### config.mk
export PLATFORM = sky130hd
export DESIGN_NAME = fixed_latency_pipe_scheduler
export DESIGN_NICKNAME = d
export VERILOG_FILES = /design/src/rtl/fixed_latency_pipe_scheduler_pkg.sv /design/src/rtl/fixed_latency_pipe_scheduler_rr_arbiter.sv /design/src/rtl/fixed_latency_pipe_scheduler_shift_register.sv /design/src/rtl/fixed_latency_pipe_scheduler.sv
export SDC_FILE = /design/constraint.sdc
export NUM_CORES = 1
export LEC_CHECK = 0
export ABC_CLOCK_PERIOD_IN_PS = 4600
export CORE_MARGIN = 4
export CORE_UTILIZATION = 34
export CTS_CLUSTER_DIAMETER = 120
export CTS_CLUSTER_SIZE = 25
export DETAILED_ROUTE_END_ITERATION = 12
export PLACE_DENSITY = 0.86
export SYNTH_ARGS = -nofsm -noshare
export SYNTH_HDL_FRONTEND = slang
export SYNTH_SLANG_ARGS = --single-unit
### constraint.sdc
create_clock -name clk -period 4.6 [get_ports clk]
set_input_delay 0.69 -clock clk [delete_from_list [all_inputs] [get_ports clk]]
set_output_delay 0.69 -clock clk [all_outputs]
set_load 0.03 [all_outputs]
### src/rtl/fixed_latency_pipe_scheduler_pkg.sv
// pipeSchedPkg: shared types and width helpers for the fixed-latency pipe scheduler.
package pipeSchedPkg;
  typedef enum logic [1:0] {RUN, DRAINING, DRAINED} sched_state_t;
  function automatic int tag_width(input int num_req);
    return $clog2(num_req);
  endfunction
  function automatic int credit_width(input int out_credits);
    return $clog2(out_credits + 1);
  endfunction
endpackage

### src/rtl/fixed_latency_pipe_scheduler_rr_arbiter.sv
// rr_arbiter: combinational round-robin arbiter, priority starts just after last_grant.
module rr_arbiter
  import pipeSchedPkg::*;
#(
  parameter int NUM_REQ = 4,
  localparam int TAG_W = tag_width(NUM_REQ)
) (
  input  logic [NUM_REQ-1:0] req,
  input  logic [TAG_W-1:0]   last_grant,
  output logic [NUM_REQ-1:0] grant
);
  logic [TAG_W-1:0] idx;
  always_comb begin
    grant = '0;
    idx = '0;
    for (int k = 1; k <= NUM_REQ; k++) begin
      idx = TAG_W'((32'(last_grant) + 32'(k)) % NUM_REQ);
      if (grant == '0 && req[idx]) grant[idx] = 1'b1;
    end
  end
endmodule

### src/rtl/fixed_latency_pipe_scheduler_shift_register.sv
// shift_register: plain register pipe of CYCLES stages without reset.
module shift_register #(
  parameter int WIDTH = 1,
  parameter int CYCLES = 1
) (
  input  logic             clk,
  input  logic [WIDTH-1:0] d,
  output logic [WIDTH-1:0] q
);
  logic [WIDTH-1:0] stage [CYCLES];
  always_ff @(posedge clk) begin
    stage[0] <= d;
    for (int i = 1; i < CYCLES; i++) stage[i] <= stage[i-1];
  end
  assign q = stage[CYCLES-1];
endmodule

### src/rtl/fixed_latency_pipe_scheduler.sv
// fixed_latency_pipe_scheduler: credit-gated round-robin issue into a fixed-latency pipe with drain control.
// Optional PIPE_SCHED_STATS_EN enables the issue/stall statistics counters.
module fixed_latency_pipe_scheduler
  import pipeSchedPkg::*;
#(
  parameter int NUM_REQ = 4,
  parameter int DATA_WIDTH = 32,
  parameter int PIPE_LATENCY = 8,
  parameter int OUT_CREDITS = 16,
  localparam int TAG_W = tag_width(NUM_REQ)
) (
  input  logic                            clk,
  input  logic                            rstN,
  input  logic [NUM_REQ-1:0]              reqValid,
  input  logic [NUM_REQ*DATA_WIDTH-1:0]   reqData,
  output logic [NUM_REQ-1:0]              reqReady,
  output logic                            pipeIssueValid,
  output logic [DATA_WIDTH-1:0]           pipeIssueData,
  input  logic [DATA_WIDTH-1:0]           pipeResultData,
  output logic                            outValid,
  output logic [TAG_W-1:0]                outTag,
  output logic [DATA_WIDTH-1:0]           outData,
  input  logic                            creditReturn,
  input  logic                            drainReq,
  output logic                            drainDone,
  output logic                            creditError,
  output logic [31:0]                     statIssued,
  output logic [31:0]                     statStalled
);
  localparam int CW = credit_width(OUT_CREDITS);
  localparam int IW = $clog2(PIPE_LATENCY + 2);
  sched_state_t state, state_nxt;
  logic [CW-1:0] credits;
  logic [IW-1:0] inflight, inflight_nxt;
  logic [TAG_W-1:0] last_grant, grant_idx, tag_dly;
  logic [NUM_REQ-1:0] grant;
  logic [PIPE_LATENCY-1:0] vld_pipe;
  logic hs, full;
  rr_arbiter #(.NUM_REQ(NUM_REQ)) u_arb (
    .req(reqValid),
    .last_grant(last_grant),
    .grant(grant)
  );
  // last_grant holds the tag of the item on the issue stage whenever pipeIssueValid is high
  shift_register #(.WIDTH(TAG_W), .CYCLES(PIPE_LATENCY)) u_tag (
    .clk(clk),
    .d(last_grant),
    .q(tag_dly)
  );
  assign reqReady = (rstN && state == RUN && !drainReq && credits != '0) ? grant : '0;
  assign hs = |reqReady;
  assign full = credits == CW'(OUT_CREDITS);
  assign inflight_nxt = inflight + IW'(hs) - IW'(outValid);
  assign outValid = vld_pipe[PIPE_LATENCY-1];
  assign outTag = outValid ? tag_dly : '0;
  assign outData = pipeResultData;
  assign drainDone = state == DRAINED;
  always_comb begin
    grant_idx = '0;
    for (int i = 0; i < NUM_REQ; i++) if (grant[i]) grant_idx = TAG_W'(i);
  end
  always_comb begin
    state_nxt = (state == RUN && drainReq) ? DRAINING :
                (state == DRAINING && inflight_nxt == '0) ? DRAINED :
                (state == DRAINED && !drainReq) ? RUN : state;
  end
  always_ff @(posedge clk or negedge rstN) begin
    if (!rstN) state <= RUN;
    else state <= state_nxt;
  end
  always_ff @(posedge clk or negedge rstN) begin
    if (!rstN) begin
      credits <= CW'(OUT_CREDITS);
      inflight <= '0;
      last_grant <= TAG_W'(NUM_REQ - 1);
      creditError <= 1'b0;
      pipeIssueValid <= 1'b0;
      pipeIssueData <= '0;
      vld_pipe <= '0;
    end else begin
      credits <= (hs && !creditReturn) ? credits - CW'(1) :
                 (creditReturn && !hs && !full) ? credits + CW'(1) : credits;
      creditError <= creditError | (creditReturn && !hs && full);
      inflight <= inflight_nxt;
      if (hs) last_grant <= grant_idx;
      pipeIssueValid <= hs;
      if (hs) pipeIssueData <= reqData[32'(grant_idx) * DATA_WIDTH +: DATA_WIDTH];
      vld_pipe <= PIPE_LATENCY'({vld_pipe, pipeIssueValid});
    end
  end
`ifdef PIPE_SCHED_STATS_EN
  always_ff @(posedge clk or negedge rstN) begin
    if (!rstN) begin
      statIssued <= '0;
      statStalled <= '0;
    end else begin
      statIssued <= statIssued + 32'(hs);
      statStalled <= statStalled + 32'(|reqValid && !hs);
    end
  end
`else
  assign statIssued = '0;
  assign statStalled = '0;
`endif
endmodule

## After elaboration in Yosys (flattened, before gate mapping)

Memories as Yosys holds them, arrays and structs flattened.
Cells that the tools add are included.

| word-level totals | value |
|---|---|
| output and inout bits | 138 |
| bits in registers | 55 |
| input bits | 168 |
| RAM bits | 16 |
| memories kept | 1 |

Memories:

| name | words | bits a word | read ports | clocked after memory_dff | wr ports | RTL line | RTL |
|---|---|---|---|---|---|---|---|
| u_tag.stage | 8 | 2 | 8 | 0 | 8 | fixed_latency_pipe_scheduler_shift_register.sv:10 | `logic [WIDTH-1:0] stage [CYCLES];` |

| operators by class | value |
|---|---|
| magnitude comparators | 8 |
| bitwise operators | 4 |
| add/sub/neg operators | 8 |
| muxes and demuxes | 30 |
| eq/ne operators | 3 |
| shift-type cells | 1 |
| reductions and logical operators | 30 |

Operator list:

| operator | count |
|---|---|
| 128-bit by 8-bit variable part select with 32-bit output | 1 |
| 4-bit 2-to-1 mux | 5 |
| 1-bit logical AND | 17 |
| 4-bit logical NOT | 4 |
| 2-bit by 3-bit < comparator with 1-bit output (second input constant) | 4 |
| 2-bit 2-to-1 mux | 6 |
| 4-bit bitwise OR | 3 |
| 5-bit 2-to-1 mux | 2 |
| 1-bit 2-to-1 mux | 9 |
| 1-bit binary-select mux with 2-bit select | 4 |
| 1-bit demux with 2-bit select | 4 |
| 2-bit by 1-bit >= comparator with 1-bit output (second input constant) | 4 |
| 5-bit by 1-bit adder with 5-bit output (second input constant) | 1 |
| 5-bit == test (second input constant) | 1 |
| 5-bit nonzero test | 1 |
| 5-bit by 1-bit subtractor with 5-bit output (second input constant) | 1 |
| 2-bit by 1-bit adder with 2-bit output (second input constant) | 2 |
| 2-bit adder (second input constant) | 2 |
| 4-bit by 1-bit adder with 4-bit output | 1 |
| 1-bit logical NOT | 4 |
| 4-bit OR reduction | 1 |
| 4-bit by 1-bit subtractor with 4-bit output | 1 |
| 3-bit nonzero test | 1 |
| 2-bit by 1-bit == test with 1-bit output (second input constant) | 1 |
| other kinds (4) | 4 |

## Longest topological paths before layout

Gate-level depths: netlist of run 1.

| logic depth | value |
|---|---|
| depth in word-level cells | 23 |
| gate-level depth with buffers | 23 |

## Hierarchy

Synthesis of run 1 repeated with hierarchy kept, for this count alone.

| unflattened totals | value |
|---|---|
| cells, all modules | 510 |
| area total of the unflattened synthesis | 4764.6 µm² |

By module, submodules not included:

| module | cells an instance | area each (µm²) | instances |
|---|---|---|---|
| fixed_latency_pipe_scheduler | 438 | 3933.8 | 1 |
| rr_arbiter | 54 | 495.5 | 1 |
| shift_register | 18 | 335.3 | 1 |

## Worst setup path before layout of run 1

No wires, ideal clock.

| timing | value |
|---|---|
| path kind | register -> register |
| start | register last_grant[0] |
| end | register credits[4] |
| required time | 4525 ps |
| setup time | 75 ps |
| slack | 325 ps |
| arrival | 4200 ps |
| stages on the path, launching flop included | 23 |
| cell sequence | dfstp_2 buf_6 inv_1 ha_1 or4_1 a21bo_1 nand4_1 nand4_1 buf_4 a311oi_2 a31o_1 buf_6 inv_4 buf_6 nand2b_1 inv_1 ha_1 nor2b_1 o21ai_0 nand2b_1 and3_1 mux2_1 mux2i_1 |

| between the ends | value |
|---|---|
| longest elaborated chain between the ends | 21 |

Ends and longest elaborated chain:

| item | RTL line | RTL |
|---|---|---|
| start: declaration | fixed_latency_pipe_scheduler.sv:35 | `logic [TAG_W-1:0] last_grant, grant_idx, tag_dly;` |
| start signal: assignment | fixed_latency_pipe_scheduler.sv:75 | `last_grant <= TAG_W'(NUM_REQ - 1);` |
| start signal: assignment | fixed_latency_pipe_scheduler.sv:85 | `if (hs) last_grant <= grant_idx;` |
| 2-bit by 1-bit adder with 2-bit output | fixed_latency_pipe_scheduler_rr_arbiter.sv:17 | `idx = TAG_W'((32'(last_grant) + 32'(k)) % NUM_REQ);` |
| 2-bit by 3-bit < comparator with 1-bit output (implied by the code) or 2-bit by 1-bit >= comparator with 1-bit output (tied branches) | fixed_latency_pipe_scheduler_rr_arbiter.sv:18 | `if (grant == '0 && req[idx]) grant[idx] = 1'b1;` |
| 1-bit logical AND (implied by the code) | fixed_latency_pipe_scheduler_rr_arbiter.sv:18 |  |
| 1-bit 2-to-1 mux (implied by the code) | fixed_latency_pipe_scheduler_rr_arbiter.sv:18 |  |
| 1-bit demux with 2-bit select | n/a |  |
| 4-bit 2-to-1 mux | fixed_latency_pipe_scheduler_rr_arbiter.sv:18 |  |
| 4-bit logical NOT | fixed_latency_pipe_scheduler_rr_arbiter.sv:18 |  |
| 1-bit logical AND | fixed_latency_pipe_scheduler_rr_arbiter.sv:18 |  |
| [4 not listed] | n/a |  |
| 4-bit logical NOT | fixed_latency_pipe_scheduler_rr_arbiter.sv:18 |  |
| 1-bit logical AND | fixed_latency_pipe_scheduler_rr_arbiter.sv:18 |  |
| 4-bit 2-to-1 mux * | fixed_latency_pipe_scheduler_rr_arbiter.sv:18 |  |
| 4-bit 2-to-1 mux * | fixed_latency_pipe_scheduler.sv:50 | `assign reqReady = (rstN && state == RUN && !drainReq && credits != '0) ? grant : '0;` |
| 4-bit OR reduction * | fixed_latency_pipe_scheduler.sv:51 | `assign hs = \|reqReady;` |
| 1-bit logical NOT | fixed_latency_pipe_scheduler.sv:82 | `(creditReturn && !hs && !full) ? credits + CW'(1) : credits;` |
| 1-bit logical AND (2 in series) | fixed_latency_pipe_scheduler.sv:82 |  |
| 2-bit nonzero test (no source line) | n/a |  |
| end signal: assignment | fixed_latency_pipe_scheduler.sv:73 | `credits <= CW'(OUT_CREDITS);` |
| end signal: assignment | fixed_latency_pipe_scheduler.sv:81 | `credits <= (hs && !creditReturn) ? credits - CW'(1) :` |
| end: declaration | fixed_latency_pipe_scheduler.sv:33 | `logic [CW-1:0] credits;` |

Every way passes the cells marked *; elsewhere a longest branch is shown, timed or not. The select of a mux whose other input is x is not followed.
A chain may end at the register's enable or synchronous reset.

## Worst setup path after layout of run 1

| timing | value |
|---|---|
| start | register last_grant[1] |
| end | output reqReady[3] |

| between the ends | value |
|---|---|
| longest elaborated chain between the ends | 16 |

Ends and longest elaborated chain:

| item | RTL line | RTL |
|---|---|---|
| 2-bit by 1-bit adder with 2-bit output | fixed_latency_pipe_scheduler_rr_arbiter.sv:17 |  |
| 2-bit by 3-bit < comparator with 1-bit output (implied by the code) or 2-bit by 1-bit >= comparator with 1-bit output (tied branches) | fixed_latency_pipe_scheduler_rr_arbiter.sv:18 |  |
| 1-bit logical AND (implied by the code) | fixed_latency_pipe_scheduler_rr_arbiter.sv:18 |  |
| 1-bit 2-to-1 mux (implied by the code) | fixed_latency_pipe_scheduler_rr_arbiter.sv:18 |  |
| 1-bit demux with 2-bit select | n/a |  |
| 4-bit 2-to-1 mux | fixed_latency_pipe_scheduler_rr_arbiter.sv:18 |  |
| 4-bit logical NOT | fixed_latency_pipe_scheduler_rr_arbiter.sv:18 |  |
| 1-bit logical AND | fixed_latency_pipe_scheduler_rr_arbiter.sv:18 |  |
| 4-bit 2-to-1 mux | fixed_latency_pipe_scheduler_rr_arbiter.sv:18 |  |
| 4-bit logical NOT | fixed_latency_pipe_scheduler_rr_arbiter.sv:18 |  |
| 1-bit logical AND | fixed_latency_pipe_scheduler_rr_arbiter.sv:18 |  |
| 4-bit 2-to-1 mux | fixed_latency_pipe_scheduler_rr_arbiter.sv:18 |  |
| 4-bit logical NOT | fixed_latency_pipe_scheduler_rr_arbiter.sv:18 |  |
| 1-bit logical AND | fixed_latency_pipe_scheduler_rr_arbiter.sv:18 |  |
| 4-bit 2-to-1 mux * | fixed_latency_pipe_scheduler_rr_arbiter.sv:18 |  |
| 4-bit 2-to-1 mux * | fixed_latency_pipe_scheduler.sv:50 |  |
| end: declaration | fixed_latency_pipe_scheduler.sv:16 | `output logic [NUM_REQ-1:0] reqReady,` |

Marks and branches as above.

==> impl_results.md, run 1 <==
* First-pass DRT Iterations at 4
* Startpoint class of the critical path: register
* Fraction of registers with async set/reset at 77.5%
* Synth cell types at 50
* Drt total wl at 12800 µm
* TNS Setup at 0 ps
* Row count at 43
* Final period demand of the worst path at 4320 ps
* DRC at 0
* Worst-case reg-to-reg path depth at 18
* RR Endpoint: credits[4]$_DFFE_PN1P_
* Hold Crit Class: register to register
* Power Dens Cells at 720 nW/µm²
* CP max FO at 33
* Layout cells sized above 1 at 7.16%
* Pin count of the biggest net entering global routing at 67
* Post-place setup slack at 33.1 ps
* Avg Inst Size Synth at 9.06 µm²
* Hold_buf cts at 0
* # nets final at 850
* Ports at 306
* Die Area at 16000 µm²
* Endpoint class of the critical path: output port
* Placer Congestion at 0.927
* Final Util at 47.0%
* Clk root buf: clkbuf_16
* Synth Cell Area at 4780 µm²
* Vias in the first global route at 3813
* DIE HEIGHT at 127 µm
* Core footprint at 13800 µm²
* Critical Path Start: last_grant[1]$_DFFE_PN1P_
* Post-DP HPWL at 9740 µm
* Register area share after synthesis at 35.6%
* Die W at 127 µm
* CP endpoint: reqReady[3]
* Vias at 3987
* Worst r2r src: last_grant[1]$_DFFE_PN1P_
* Yosys reg bits at 71
* Via/cell ratio at 4.69
* Fmax at 231 MHz
* Worst path arrival time at 3630 ps
* Worst slew margin at 50.0%
* Layout Skew at 4.94 ps
* Dominant cell type by area after synthesis: dfrtp_1
* Post-DRT Antenna Nets at 0
* Clk Latency, worst-skew pair at 330 ps
* Total grt overflow at 0
* Post-synth top area share at 27.2%
* Number of max-cap violations at 0
* Final Hold Fails at 0
* Total power at 0.00468 W
* Measured slew at the worst slew-check pin at 750 ps
* Initial DRC count at 176
* R2r setup slk at 360 ps
* Clk buf depth at 2
* VDD IR-drop max at 0.398 mV
* Required time of the critical path at 3910 ps
* Setup violators final at 0
* Period utilization at 94.0%
* First-pass GRT wire length at 19200 µm
* Clock sink count at 71
* TritonCTS Buffers at 9
* CTS tree: yes
* Gate Count Post-Synth at 527
* Synth area leaders: dfrtp_1 27%, buf_4 15%, mux2i_1 7.3%
* Final WS setup at 275 ps
* GRT Total Usage at 15.2%
* Inserted Diodes at 0
* Critical path type: register to output port
* CTS HTree Levels at 3
* Starting Density at 34.5%
* RSZ-0062 raised after global routing: false
* Slew Viols, Final at 0
* Synth warnings at 0
* Status: complete, no violations
* Top FF cell, synth: dfrtp_1
* WL per Instance at 15.0 µm
* Clock slew at reported path FFs at 60 ps
* Buffers on Ports at 177
* Initial antenna violation count at 0
* EDFF count, synth at 0
* Leakage at 2.80 nW
* Synth-to-layout area growth at 36.0%
cell usage in the layout, fill, tap and decap left out, types with 4 or more instances in the layout:
master	count
a21oi_1	4
a22o_1	4
a31oi_1	33
and2_1	5
buf_4	12
clkbuf_16	9
clkdlybuf4s50_1	176
conb_1	64
dfrtp_1	52
dfxtp_1	16
ha_1	15
inv_1	14
mux2i_1	35
mux4_2	4
nand2_1	74
nand3_1	5
nand4_1	4
nor2_1	39
nor3_1	5
o211ai_1	32
o21ai_0	7
xnor2_1	6
layout make-up:
class / instances / area (µm²)
Clock inverter: 7 / 60.1
Sequential cell: 71 / 1700
Timing Repair Buffer: 189 / 1860
Inverter: 15 / 58.8
Clock buffer: 9 / 225
Fill cell: 1328 / 7330
Multi-Input combinational cell: 379 / 2370
Tap cell: 180 / 225
power by group:
| part | total, W | leakage (nW) | internal (W) | switching, W |
|---|---|---|---|---|
| clock | 0.000665 | 0.139 | 0.000375 | 0.000290 |
| combinational | 0.00295 | 1.87 | 0.00121 | 0.00173 |
| sequential | 0.00107 | 0.792 | 0.000912 | 0.000155 |
stage by stage:
stage / hold WS (ps) / instances / instance area [µm²]
final: 326 / 850 / 6500
after global routing: 332 / 850 / 6500
after CTS: 328 / 847 / 6470
after detailed placement: 313 / 831 / 6190
after global placement: 310 / 831 / 6190
after floorplan: 310 / 590 / 5010
critical path, stage by stage, from the launching register on:
cell	delay, ps
dfstp_2	620
inv_1	120
ha_1	240
or4_1	610
a21boi_4	300
a22oi_2	90
and3_1	200
buf_4	260
nor2_1	150
clkdlybuf4s50_1	710
Yosys cell counts, types with 4 or more instances:
cell type  instances
dfxtp_1           16
buf_6              4
nand2_1           74
ha_1              15
and2_1             5
nand4_1            4
buf_4             98
o211ai_1          32
buf_2             14
a21oi_1            4
nor3_1             5
mux4_2             4
a22o_1             4
nand3_1            5
nor2_1            39
mux2i_1           35
a31oi_1           33
dfrtp_1           52
inv_1             14
xnor2_1            6
clkbuf_1           9
o21ai_0            7
registers in the layout, indices dropped and copies added (netlist names):
| signal | count |
|---|---|
| pipeIssueValid | 1 |
| state | 2 |
| pipeIssueData | 32 |
| credits | 5 |
| creditError | 1 |
| inflight | 4 |
| vld_pipe | 8 |
| last_grant | 2 |
| u_tag.stage | 16 |
repair_timing:
item	4_1_cts	5_1_grt
gates resized for setup	0	1
buffers inserted	0	3
setup endpoints to repair	0	3
per-layer routing:
layer	vias to the layer above	part of all wire, %	global-route usage [%]
met2	209	50	26.3
li1	1949	-	-
met1	1799	37	17.1
met4	0	1.7	4.79
met3	30	11	5.98
met5	-	0	0
how the worst min path moves through the flow:
stage | from | to | slack [ps] | cells after the start
after global routing | u_tag.stage[1][4]$_DFF_P_ | u_tag.stage[1][6]$_DFF_P_ | 330 | 0
after global placement | u_tag.stage[0][3]$_DFF_P_ | u_tag.stage[0][5]$_DFF_P_ | 310 | 0
final | u_tag.stage[0][4]$_DFF_P_ | u_tag.stage[0][6]$_DFF_P_ | 330 | 0
after detailed placement | u_tag.stage[0][1]$_DFF_P_ | u_tag.stage[0][3]$_DFF_P_ | 310 | 0
after CTS | u_tag.stage[0][1]$_DFF_P_ | u_tag.stage[0][3]$_DFF_P_ | 330 | 0
after floorplan | u_tag.stage[0][0]$_DFF_P_ | u_tag.stage[0][2]$_DFF_P_ | 310 | 0
cell families after synthesis:
group           share of synthesized area (%)
other cells                            0.0785
mux                                      10.2
xor+xnor                                 1.10
fa+ha+maj                                4.77
compound gates                           15.4
buf+inv                                  19.7
flops                                    35.6
simple gates                             13.1
Note: power is estimated with default switching activity, not from simulation.
==> inputs of run 2 (changes only) <==
Settings changed: ABC_CLOCK_PERIOD_IN_PS 4600 to 4500, CORE_MARGIN 4 to 5, CORE_UTILIZATION 34 to 37, PLACE_DENSITY 0.86 to 0.89.
Clock period 4.6 ns to 4.5 ns, I/O delays scaled along.
==> run 2 against run 1 <==
  * Worst hold slack got worse by 5.4 ps
  * First-iteration DRC count increased by 18%
  * Clock-buffer cell count unchanged
  * Die area decreased by 4.5%
  * Utilization increased by 4.6 points
  * Critical endpoint is now reqReady[2]
  * Total power increased by 4.1%
  * Register-to-register slack got worse by 30 ps
  * Clock power increased by 11%
  * Final cell count decreased by 0.82%
  * Critical path depth unchanged
  * Non-clock buffer count increased by 1
==> impl_results.md, run 2 (synthesis gave the netlist of run 1 again) <==
* Critical path type: primary input to output port (was register to output port)
* Vias at 4014 (was 3987)
* Vias in the first global route at 3859 (was 3813)
* RSZ-0062 raised after global routing: false (unchanged)
* First-pass DRT Iterations at 4 (unchanged)
* Final period demand of the worst path at 4260 ps
* Leakage at 2.82 nW (was 2.80 nW)
* TNS Setup at 0 ps (unchanged)
* Clk buf depth at 2 (unchanged)
* Internal Power at 0.00263 W (was 0.00250 W)
* Row count at 41 (was 43)
* DIE HEIGHT at 124 µm (was 127 µm)
* Pin count of the biggest net entering global routing at 67 (unchanged)
* Initial DRC count at 207 (was 176)
* TritonCTS Buffers at 9 (unchanged)
* Slew Viols, Final at 0 (unchanged)
* Reg area at 1700 µm² (unchanged)
* WL per Instance at 15.5 µm (was 15.0 µm)
* Hold Crit Class: register to register (unchanged)
* Buffers on Ports at 177 (unchanged)
* Inserted Diodes at 0 (unchanged)
* Switch share at 46.1% (was 46.6%)
* Layout Skew at 5.84 ps (was 4.94 ps)
* VDD IR-drop max at 0.374 mV (was 0.398 mV)
* Required time of the critical path at 3830 ps (was 3910 ps)
* Endpoint class of the critical path: output port (unchanged)
* Initial antenna violation count at 0 (unchanged)
* Clk Latency, worst-skew pair at 330 ps (about the same)
* Total grt overflow at 0 (unchanged)
* Measured slew at the worst slew-check pin at 725 ps (was 750 ps)
* Fmax at 235 MHz
* Die W at 124 µm (was 127 µm)
* Clock power share at 15.1% (was 14.2%)
* Worst slew margin at 51.7% (was 50.0%)
* First-pass GRT wire length at 19200 µm (about the same)
* Post-CTS Setup Bufs at 0 (unchanged)
* Status: complete, no violations (unchanged)
* Layout cells sized above 1 at 7.30% (was 7.16%)
* Comb power frac at 62.8% (was 63.0%)
* Fill count at 1168 (was 1328)
* Final Hold Fails at 0 (unchanged)
* Placer Congestion at 0.905 (was 0.927)
* Largest registers: pipeIssueData: 32 flops, u_tag.stage: 16 flops, vld_pipe: 8 flops (unchanged)
* CTS tree: yes (unchanged)
* Post-DP HPWL at 10000 µm (was 9740 µm)
* # nets final at 851 (was 850)
* Setup violators final at 0 (unchanged)
* Number of flip-flops in the largest register at 32 (unchanged)
* Flop pwr share at 22.1% (was 22.8%)
* Total power at 0.00487 W (was 0.00468 W)
* DRC at 0 (unchanged)
* Period utilization at 94.7%
* Worst path arrival time at 3590 ps (was 3630 ps)
* GRT Total Usage at 16.3% (was 15.2%)
* Area of the multi-input gates at 2370 µm² (unchanged)
* Clock slew at reported path FFs at 60 ps (about the same)
* Via/cell ratio at 4.76 (was 4.69)
* Core footprint at 12600 µm² (was 13800 µm²)
* CTS HTree Levels at 3 (unchanged)
* Commonest non-fill, non-tap cells in the layout: 176 x clkdlybuf4s50_1, 74 x nand2_1, 64 x conb_1, 52 x dfrtp_1, 39 x nor2_1 (unchanged)
* Switching Power at 0.00225 W (was 0.00218 W)
* Die Area at 15300 µm² (was 16000 µm²)
* Drt total wl at 13100 µm (was 12800 µm)
* Number of max-cap violations at 0 (unchanged)
* Startpoint class of the critical path: primary input (was register)
* Ports at 306 (unchanged)
* Leading cell type in the layout, fill and taps excluded: clkdlybuf4s50_1 (unchanged)
* Synth-to-layout area growth at 36.4% (was 36.0%)
* Starting Density at 37.9% (was 34.5%)
* Largest Register: pipeIssueData (unchanged)
* CP max FO at 10 (was 33)
* Post-DRT Antenna Nets at 0 (unchanged)
* Power Dens Cells at 748 nW/µm² (was 720 nW/µm²)
* Clk root buf: clkbuf_16 (unchanged)
* Clock sink count at 71 (unchanged)
run 2: critical path: stages:
cell and delay [ps]:
clkdlybuf4s50_1 480, mux4_2 580, buf_4 210, nand2_1 90, and2_1 140, o2111ai_1 190, o31a_2 410, nor2_1 110
clkdlybuf4s50_1 690
run 2: final timing paths:
path / startpoint / end / slack, ps / cells after the start
setup / recovery: reqValid[1] / reqReady[2] / 240 / 9
hold / removal: u_tag.stage[0][4]$_DFF_P_ / u_tag.stage[0][6]$_DFF_P_ / 320 / 0
setup reg to reg: last_grant[1]$_DFFE_PN1P_ / credits[4]$_DFFE_PN1P_ / 330 / 18
hold reg to reg: u_tag.stage[0][4]$_DFF_P_ / u_tag.stage[0][6]$_DFF_P_ / 320 / 0
max in group asynchronous: rstN / pipeIssueData[9]$_DFFE_PN0P_ / 3500 / 2
min in group asynchronous: rstN / state[0]$_DFFE_PN0P_ / 510 / 2
run 2: power groups by stage:
stage               Combinational (W)  Clock (W)  Sequential, W
floorplan                     0.00192          0        0.00138
global placement              0.00301          0        0.00108
detailed placement            0.00307          0        0.00109
CTS                           0.00307   0.000761        0.00108
global route                  0.00334   0.000785        0.00112
finish                        0.00306   0.000736        0.00108
run 2: per-stage QoR:
step	hold WS, ps	cell area (µm²)	worst slack [ps]	cells	util (%)
CTS	321	6520	271	843	51.6
global route	324	6520	57.6	843	51.6
global placement	311	6210	206	827	49.2
floorplan	310	5010	225	590	-
finish	320	6520	237	843	51.6
detailed placement	312	6210	43.4	827	49.2
run 2: layout make-up:
| class | count | share of cell area [%] |
|---|---|---|
| repair buffers | 190 | 28.6 |
| inverters | 15 | 0.902 |
| flip-flops and latches | 71 | 26.1 |
| clock inverters | 7 | 1.25 |
| well taps | 172 | 3.30 |
| multi-input cells | 379 | 36.4 |
| clock buffers | 9 | 3.46 |
run 2: metal layers:
layer,GRT usage [%],share of wire (%),wire length [µm]
met3,5.27,11,1480
met4,6.51,2.3,296
met1,18.9,37,4780
met5,0,0,0
met2,27.7,50,6540
run 2: repair_timing:
| action | 4_1_cts | 5_1_grt |
|---|---|---|
| hold endpoints to repair | 0 | 0 |
| endpoints found under the setup margin | 0 | 1 |
| gates resized for setup | 0 | 1 |
| hold buffers | 0 | 0 |
==> inputs of run 3 (changes only) <==
Settings changed: CAP_MARGIN set to 25.
==> results of run 3 <==
No change in the layout: final DEF, timing and power equal those of run 2.
